### src/rtl/spi_pkg.sv
// Shared types and constants for the SPI-slave / RAM subsystem.
package spi_pkg;

    localparam int unsigned FRAME_W_DEF = 10;
    localparam int unsigned DATA_W_DEF  = 8;

    typedef enum logic [2:0] {
        IDLE,
        CHK_CMD,
        WRITE,
        READ_ADD,
        READ_DATA
    } state_e;

    // Opcodes carried in rx_data[9:8]; decoded by the RAM, not by the serial front end.
    localparam logic [1:0] WR_ADDR = 2'b00;
    localparam logic [1:0] WR_DATA = 2'b01;
    localparam logic [1:0] RD_ADDR = 2'b10;
    localparam logic [1:0] RD_DATA = 2'b11;

endpackage

### src/rtl/spi_slave.sv
// SPI slave front end: deserialises MOSI frames into words for the RAM and
// serialises RAM read data back on MISO, MSB first.
module spi_slave
    import spi_pkg::*;
#(
    parameter int unsigned FRAME_W = FRAME_W_DEF,
    parameter int unsigned DATA_W  = DATA_W_DEF
) (
    input  logic               clk,
    input  logic               rst_n,
    input  logic               SS_n,
    input  logic               MOSI,
    output logic               MISO,
    output logic [FRAME_W-1:0] rx_data,
    output logic               rx_valid,
    input  logic [DATA_W-1:0]  tx_data,
    input  logic               tx_valid
);

    localparam int unsigned CNT_W = $clog2(FRAME_W);
    localparam int unsigned TXC_W = $clog2(DATA_W);
    localparam logic [CNT_W-1:0] RX_LAST = CNT_W'(FRAME_W - 2);
    localparam logic [CNT_W-1:0] RX_DONE = CNT_W'(FRAME_W - 1);
    localparam logic [TXC_W-1:0] TX_LOAD = TXC_W'(DATA_W - 1);

    state_e             r_state;
    state_e             w_next;
    logic [CNT_W-1:0]   r_cnt;
    logic [FRAME_W-2:0] r_rx_shift;
    logic [DATA_W-1:0]  r_tx_shift;
    logic [TXC_W-1:0]   r_tx_cnt;
    logic               r_tx_busy;
    logic               r_tx_done;
    logic               r_rd_addr_seen;
    logic               w_rx_sample;
    logic               w_rx_last;
    logic               w_tx_start;

    always_ff @(posedge clk or negedge rst_n) begin
        if (!rst_n) begin
            r_state <= IDLE;
        end else begin
            r_state <= w_next;
        end
    end

    // Next state plus the per-cycle receive/transmit strobes; SS_n high always wins.
    always_comb begin
        w_next      = r_state;
        w_rx_sample = 1'b0;
        w_rx_last   = 1'b0;
        w_tx_start  = 1'b0;
        case (r_state)
            IDLE: begin
                if (!SS_n) begin
                    w_next = CHK_CMD;
                end
            end
            CHK_CMD: begin
                if (SS_n) begin
                    w_next = IDLE;
                end else begin
                    w_rx_sample = 1'b1;
                    if (!MOSI) begin
                        w_next = WRITE;
                    end else if (r_rd_addr_seen) begin
                        w_next = READ_DATA;
                    end else begin
                        w_next = READ_ADD;
                    end
                end
            end
            WRITE, READ_ADD, READ_DATA: begin
                if (SS_n) begin
                    w_next = IDLE;
                end else if (r_cnt != RX_DONE) begin
                    w_rx_sample = 1'b1;
                    w_rx_last   = (r_cnt == RX_LAST);
                end else if ((r_state == READ_DATA) && tx_valid && !r_tx_busy && !r_tx_done) begin
                    w_tx_start = 1'b1;
                end
            end
            default: begin
                w_next = IDLE;
            end
        endcase
    end

    // Receive bit counter: counts payload bits after the command bit, parks at RX_DONE.
    always_ff @(posedge clk or negedge rst_n) begin
        if (!rst_n) begin
            r_cnt <= '0;
        end else if (SS_n || (r_state == IDLE) || (r_state == CHK_CMD)) begin
            r_cnt <= '0;
        end else if (w_rx_sample) begin
            r_cnt <= r_cnt + 1'b1;
        end
    end

    always_ff @(posedge clk or negedge rst_n) begin
        if (!rst_n) begin
            r_rx_shift     <= '0;
            rx_data        <= '0;
            rx_valid       <= 1'b0;
            r_rd_addr_seen <= 1'b0;
        end else begin
            rx_valid <= w_rx_last;
            if (w_rx_sample) begin
                r_rx_shift <= {r_rx_shift[FRAME_W-3:0], MOSI};
            end
            if (w_rx_last) begin
                rx_data <= {r_rx_shift, MOSI};
                if (r_state == READ_ADD) begin
                    r_rd_addr_seen <= 1'b1;
                end else if (r_state == READ_DATA) begin
                    r_rd_addr_seen <= 1'b0;
                end
            end
        end
    end

    // One transmission per READ_DATA frame; r_tx_done blocks re-triggering until SS_n rises.
    always_ff @(posedge clk or negedge rst_n) begin
        if (!rst_n) begin
            MISO       <= 1'b0;
            r_tx_shift <= '0;
            r_tx_cnt   <= '0;
            r_tx_busy  <= 1'b0;
            r_tx_done  <= 1'b0;
        end else if (SS_n || (r_state != READ_DATA)) begin
            MISO       <= 1'b0;
            r_tx_shift <= '0;
            r_tx_cnt   <= '0;
            r_tx_busy  <= 1'b0;
            r_tx_done  <= 1'b0;
        end else if (w_tx_start) begin
            MISO       <= tx_data[DATA_W-1];
            r_tx_shift <= {tx_data[DATA_W-2:0], 1'b0};
            r_tx_cnt   <= TX_LOAD;
            r_tx_busy  <= 1'b1;
        end else if (r_tx_busy) begin
            if (r_tx_cnt != '0) begin
                MISO       <= r_tx_shift[DATA_W-1];
                r_tx_shift <= {r_tx_shift[DATA_W-2:0], 1'b0};
                r_tx_cnt   <= r_tx_cnt - 1'b1;
            end else begin
                MISO      <= 1'b0;
                r_tx_busy <= 1'b0;
                r_tx_done <= 1'b1;
            end
        end
    end

endmodule

### config.mk
export PLATFORM = sky130hd
export DESIGN_NAME = spi_slave
export DESIGN_NICKNAME = d
export VERILOG_FILES = /design/src/rtl/spi_pkg.sv /design/src/rtl/spi_slave.sv
export SDC_FILE = /design/constraint.sdc
export NUM_CORES = 1
export LEC_CHECK = 0
export BUFFER_PORTS_ARGS = -buffer_cell sky130_fd_sc_hd__buf_2
export CORE_ASPECT_RATIO = 1.1
export CORE_MARGIN = 2
export CORE_UTILIZATION = 51
export CTS_CLUSTER_SIZE = 16
export DETAILED_ROUTE_END_ITERATION = 8
export PLACE_DENSITY = 0.74
export RECOVER_POWER = 50
export SYNTH_ARGS = -nofsm -noshare
export SYNTH_HDL_FRONTEND = slang
export SYNTH_SLANG_ARGS = --single-unit
### constraint.sdc
create_clock -name clk -period 1.79 [get_ports clk]
set_input_delay 0.2685 -clock clk [delete_from_list [all_inputs] [get_ports clk]]
set_output_delay 0.2685 -clock clk [all_outputs]
set_load 0.01 [all_outputs]
Word-level counts from Yosys, hierarchy flattened
Index checks and enable logic that the tools add are counted.
{"block": "word_totals", "input_bits": 13, "word_cells": 85, "register_bits": 42}
{"block": "classes", "n_addsub": 2, "n_eq_ne": 11, "mux": 41, "n_reduce_logical": 20}
{"cell": "8-bit two-way mux", "n": 4}
{"cell": "3-bit two-way mux", "n": 9}
{"cell": "1-bit two-way mux", "n": 24}
{"cell": "3-bit case mux with 3 select lines", "n": 1}
{"cell": "3-bit nonzero test", "n": 3}
{"cell": "4-bit two-way mux", "n": 2}
{"cell": "3-bit by 2-bit == test with 1-bit output (second input constant)", "n": 2}
{"cell": "2-bit != test (second input constant)", "n": 3}
{"cell": "2-bit AND reduction", "n": 3}
{"cell": "2-bit nonzero test", "n": 3}
{"cell": "4-bit by 1-bit adder with 4-bit output (second input constant)", "n": 1}
{"cell": "4-bit == test (second input constant)", "n": 1}
{"cell": "4-bit != test (second input constant)", "n": 1}
{"cell": "3-bit by 1-bit == test with 1-bit output (second input constant)", "n": 1}
{"cell": "3-bit == test (second input constant)", "n": 1}
{"cell": "1-bit logical AND", "n": 3}
{"cell": "3-bit logical NOT", "n": 1}
{"cell": "1-bit logical OR", "n": 3}
{"cell": "3-bit != test (second input constant)", "n": 1}
{"cell": "3-bit AND reduction", "n": 1}
{"cell": "3-bit OR reduction", "n": 1}
{"cell": "3-bit by 1-bit subtractor with 3-bit output (second input constant)", "n": 1}
{"cell": "1-bit logical NOT", "n": 2}
{"cell": "2-bit by 1-bit != test with 1-bit output (second input constant)", "n": 1}
{"cell": "1-bit case mux with 2 select lines", "n": 1}

Logic depth before layout (Yosys ltp)
{"block": "depth", "ltp_word": 10, "depth_mapped": 7, "depth_no_buf": 6}

Worst setup path before layout
Ideal clock, no wire load.
{"block": "synth_timing", "path_type": "register to register", "from": "reg r_state[0]", "to": "reg r_rx_shift[1]", "arrival_time_ns": 1.708, "t_required_ns": 1.665, "synth_period_minus_slack_ns": 1.833, "setup_time_ns": 0.125, "slack_ns": -0.043, "stages_incl_launch_ff": 7, "path_cell_list": "dfrtp_1 -> buf_6 -> or3b_4 -> a21o_1 -> a21oi_4 -> buf_8 -> mux2_4"}
{"block": "synth_between", "elab_chain_cells": 3, "word_cells_on_any_way": 6, "classes_between": "4 x eq/ne; 1 x mux; 1 x reduce/logical"}
{"item": "start: declaration", "line": "spi_slave.sv:26", "rtl": "state_e r_state;"}
{"item": "start signal: assignment", "line": "spi_slave.sv:43", "rtl": "r_state <= w_next;"}
{"item": "3-bit == test or 3-bit by 2-bit == test with 1-bit output (tied branches)", "line": "spi_slave.sv:53", "rtl": "case (r_state)"}
{"item": "3-bit OR reduction", "line": "spi_slave.sv:53"}
{"item": "1-bit case mux with 2 select lines (*)", "line": "spi_slave.sv:53"}
{"item": "end signal: assignment", "line": "spi_slave.sv:109", "rtl": "r_rx_shift <= {r_rx_shift[FRAME_W-3:0], MOSI};"}
{"item": "end: declaration", "line": "spi_slave.sv:29", "rtl": "logic [FRAME_W-2:0] r_rx_shift;"}
Mark *: on every way between the ends. The rest lies on a longest branch, timed or not.
A chain may end at the register's enable or synchronous reset.

Worst setup path in the final report
{"block": "layout_timing", "from": "reg r_state[0]", "to": "reg r_rx_shift[4]"}
Same word-level chain as after synthesis.

==> metrics <==
clock net sink count 41; Detailed Route WL between 4000 and 5000 um; type of destination of the critical path flip-flop; prevailing post-synth register cell dfrtp_1; total buffers and inverters traversed by the critical path 1; post-detailed-route via-to-cell ratio roughly 5.7; post-synthesis instance total between 150 and 200; depth of the most critical reg-to-reg path 5; clock transition at the register clock pins on the worst setup and hold paths after CTS 0.08 ns; total of fill cells in the finished design between 200 and 300; Tightest Hold Check Type primary input to flip-flop; most frequent standard cell in the layout excluding fill and tap cells dfrtp_1; worst hold endpoint r_tx_shift[1]; total number of placement rows 23; total via count in the routed design around 1500; number of antenna violations at the first check in global routing 0; number of enable flip-flop cells after synthesis 0; critical path startpoint category flip-flop; most frequent cells in the layout dfrtp_1, buf_2, mux2_4, buf_4; Area Growth Syn to Fin 24.9%; setup repair after global routing missed its margin yes; drc violations 0; WL/cell 16.5 um; footprint of the multi-input gates approximately 930 sq um; post-route ant nets 0; CP peak stage delay between 0.4 and 0.5 ns; hold-critical path depth 3; reported max-cap violation count 0; path type of the worst setup path flip-flop to flip-flop; post-route worst setup slack -0.0221 ns; power density normalized to cell area a little under 900 nW/um^2; distinct cell type count of the synthesized netlist 43; Slew Limit Headroom about a quarter; run status finished, violations left; Peak VDD IR between 0.0005 and 0.0006 V; CORE AREA 3680 sq um; worst-skew pair later-pin latency around 0.3 ns; DRC violation total after the first TritonRoute iteration 49; wire length of the first global-routing pass approximately 6800 um; maximum clock frequency roughly 0.55 GHz; summed instance area of the synthesized netlist a little under 2000 sq um; kind of cell adding the most delay to the critical path compound AO/OA/AOI/OAI gates; Yosys warning total 0; Inserted Clock Buffers 5; setup violators final 8; sequential cell area in the final layout around 1000 sq um; total routing usage reported by global routing between 10% and 20%; synthesis-stage register bit count 41; worst slew pin tran between 1 and 1.5 ns; antenna fix cells 0; proportion of register bits with asynchronous set or reset after synthesis between 90% and 100%; Congestion Overflow GR 0; Ports 25; leakage power figure between 1 and 1.5 nW; slowest stage cell on the critical path or3b_4; vias in the first global route 1500; largest net degree at the start of global routing 24; Worst Hold Launch tx_data[0]; Die W ~63 um; peak fanout along the critical path 9; number of nets in the finished design about 220; Die Y 69.2 um; DRT Pass-1 Iters 4; Initial Utilization between 50% and 60%; Required @ worst endpoint between 1.5 and 2 ns; Final Core Density about two thirds; number of hold-slack violations in the final timing report 0; TritonCTS clock tree built; clock tree skew after final layout around 0.011 ns; R2R setup slack -0.02 ns; share of post-route cells with drive strength above 1 39.3%; startpoint of the worst-slack reg-to-reg timing path r_state[0]; max-slew violation count 0; count of port buffers added during placement 24; final worst path period need between 1.5 and 2 ns; detailed-placement wirelength estimate 2780 um; data arrival time of the critical path 2.00 ns; Period Utilization, post-route 101%; Avg Synthesized Cell Area between 10 and 15 sq um; Synthesized Nets about 180; list of cells traversed by the critical path or3b_4 -> a21o_1 -> a21oi_4 -> buf_12 -> mux2_4; area enclosed by the die boundary approximately 4400 sq um; reg-to-reg endpoint r_rx_shift[4]; root buf cell clkbuf_8; post-layout power roughly 2.2 mW; last weighted congestion value of the routability-driven placer about 0.84; proportion of synthesized chip area in sequential cells between 50% and 60%; CTS max path bufs 2; violations in the final reports negative setup slack; H-tree levels 2
[logic make-up (layout without fill, tap and decap cells)]
kind of cell / Yosys count / in the layout / share of synthesized area [%]
buf+inv: 17 / 59 / 4.82
xor+xnor: 1 / 1 / 0.444
compound gates: 31 / 31 / 11.5
fa+ha+maj: 5 / 5 / 3.17
simple gates: 42 / 42 / 11.6
mux: 27 / 27 / 16.4
flops: 41 / 41 / 52.0
[timing repair]
action | CTS | global route
hold buffers | 1 | 0
setup buffers | 1 | 5
hold endpoints to repair | 18 | 0
pin swaps | 1 | 4
resized for setup | 2 | 19
gates cloned | 1 | 0
setup endpoints to repair | 12 | 23
[flip-flops by register name (all words and copies together), names as in the netlist]
name and count:
MISO 1, r_cnt 4, r_rd_addr_seen 1, r_rx_shift 9, r_state 3, r_tx_busy 1, r_tx_cnt 3, r_tx_done 1
r_tx_shift 7, rx_data 10, rx_valid 1
[stage by stage]
step / area [sq um] / cells / hold slack (ns) / TNS [ns] / setup slack (ns)
global placement: 2200 / 240 / 0.239 / 0 / 0.0368
finish: 2460 / 256 / 0.223 / -0.120 / -0.0221
floorplan: 1970 / 164 / -0.0271 / -0.352 / -0.0216
CTS: 2340 / 251 / 0.226 / 0 / 0.0167
global route: 2460 / 256 / 0.246 / -0.506 / -0.0499
detailed placement: 2200 / 240 / 0.248 / -0.145 / -0.0188
[Yosys cell counts, types with 2 or more instances]
master / instances / area [sq um]
o21ai_0: 2 / 10.0
nand3_1: 4 / 20.0
mux2i_1: 8 / 80.1
buf_6: 2 / 22.5
nand2_1: 9 / 33.8
a31oi_1: 2 / 12.5
nor2_1: 9 / 33.8
a211oi_1: 7 / 52.6
mux2_4: 8 / 120
mux2_2: 11 / 124
inv_1: 7 / 26.3
nor3_1: 4 / 20.0
a22oi_1: 2 / 15.0
clkbuf_1: 5 / 18.8
ha_1: 5 / 62.6
dfrtp_1: 41 / 1030
a21oi_1: 8 / 40.0
nand2b_1: 4 / 25.0
or3_1: 2 / 12.5
[area by class of cell]
class	count	share of cell area [%]
sequential	41	41.6
clock buffer	5	2.79
timing repair buffer	44	12.5
tap	50	2.54
clock inverter	3	1.78
multi-input combinational	106	37.7
inverter	7	1.07
[worst max path at each step]
stage / from / end / cells past startpoint
4_1_cts: r_state[0] / rx_data[0] / 4
3_5_place_dp: r_cnt[0] / rx_data[4] / 5
6_report: r_state[0] / r_rx_shift[4] / 5
5_1_grt: r_state[2] / r_rx_shift[4] / 5
3_3_place_gp: r_cnt[0] / rx_data[3] / 5
2_1_floorplan: r_state[0] / r_rx_shift[1] / 6
[worst register-to-register path: stages, from the launching register on]
cell	delay (ns)
dfrtp_1	0.38
or3b_4	0.43
a21o_1	0.25
a21oi_4	0.19
buf_12	0.16
mux2_4	0.31
[power by group]
group          total [mW]  internal [mW]  switching, mW
logic               0.317          0.199          0.118
clock network       0.738          0.418          0.321
registers            1.12           1.03         0.0943
total                2.18           1.65          0.533
[routing by layer]
metal	part of all wire, %	vias to the layer above	GRT usage (%)
met5	0	-	0
met4	1.4	0	7.97
met3	2.8	6	4.55
met2	54	26	33.3
met1	41	749	24.2
li1	-	669	-
Power figures use the tool's default switching activity.
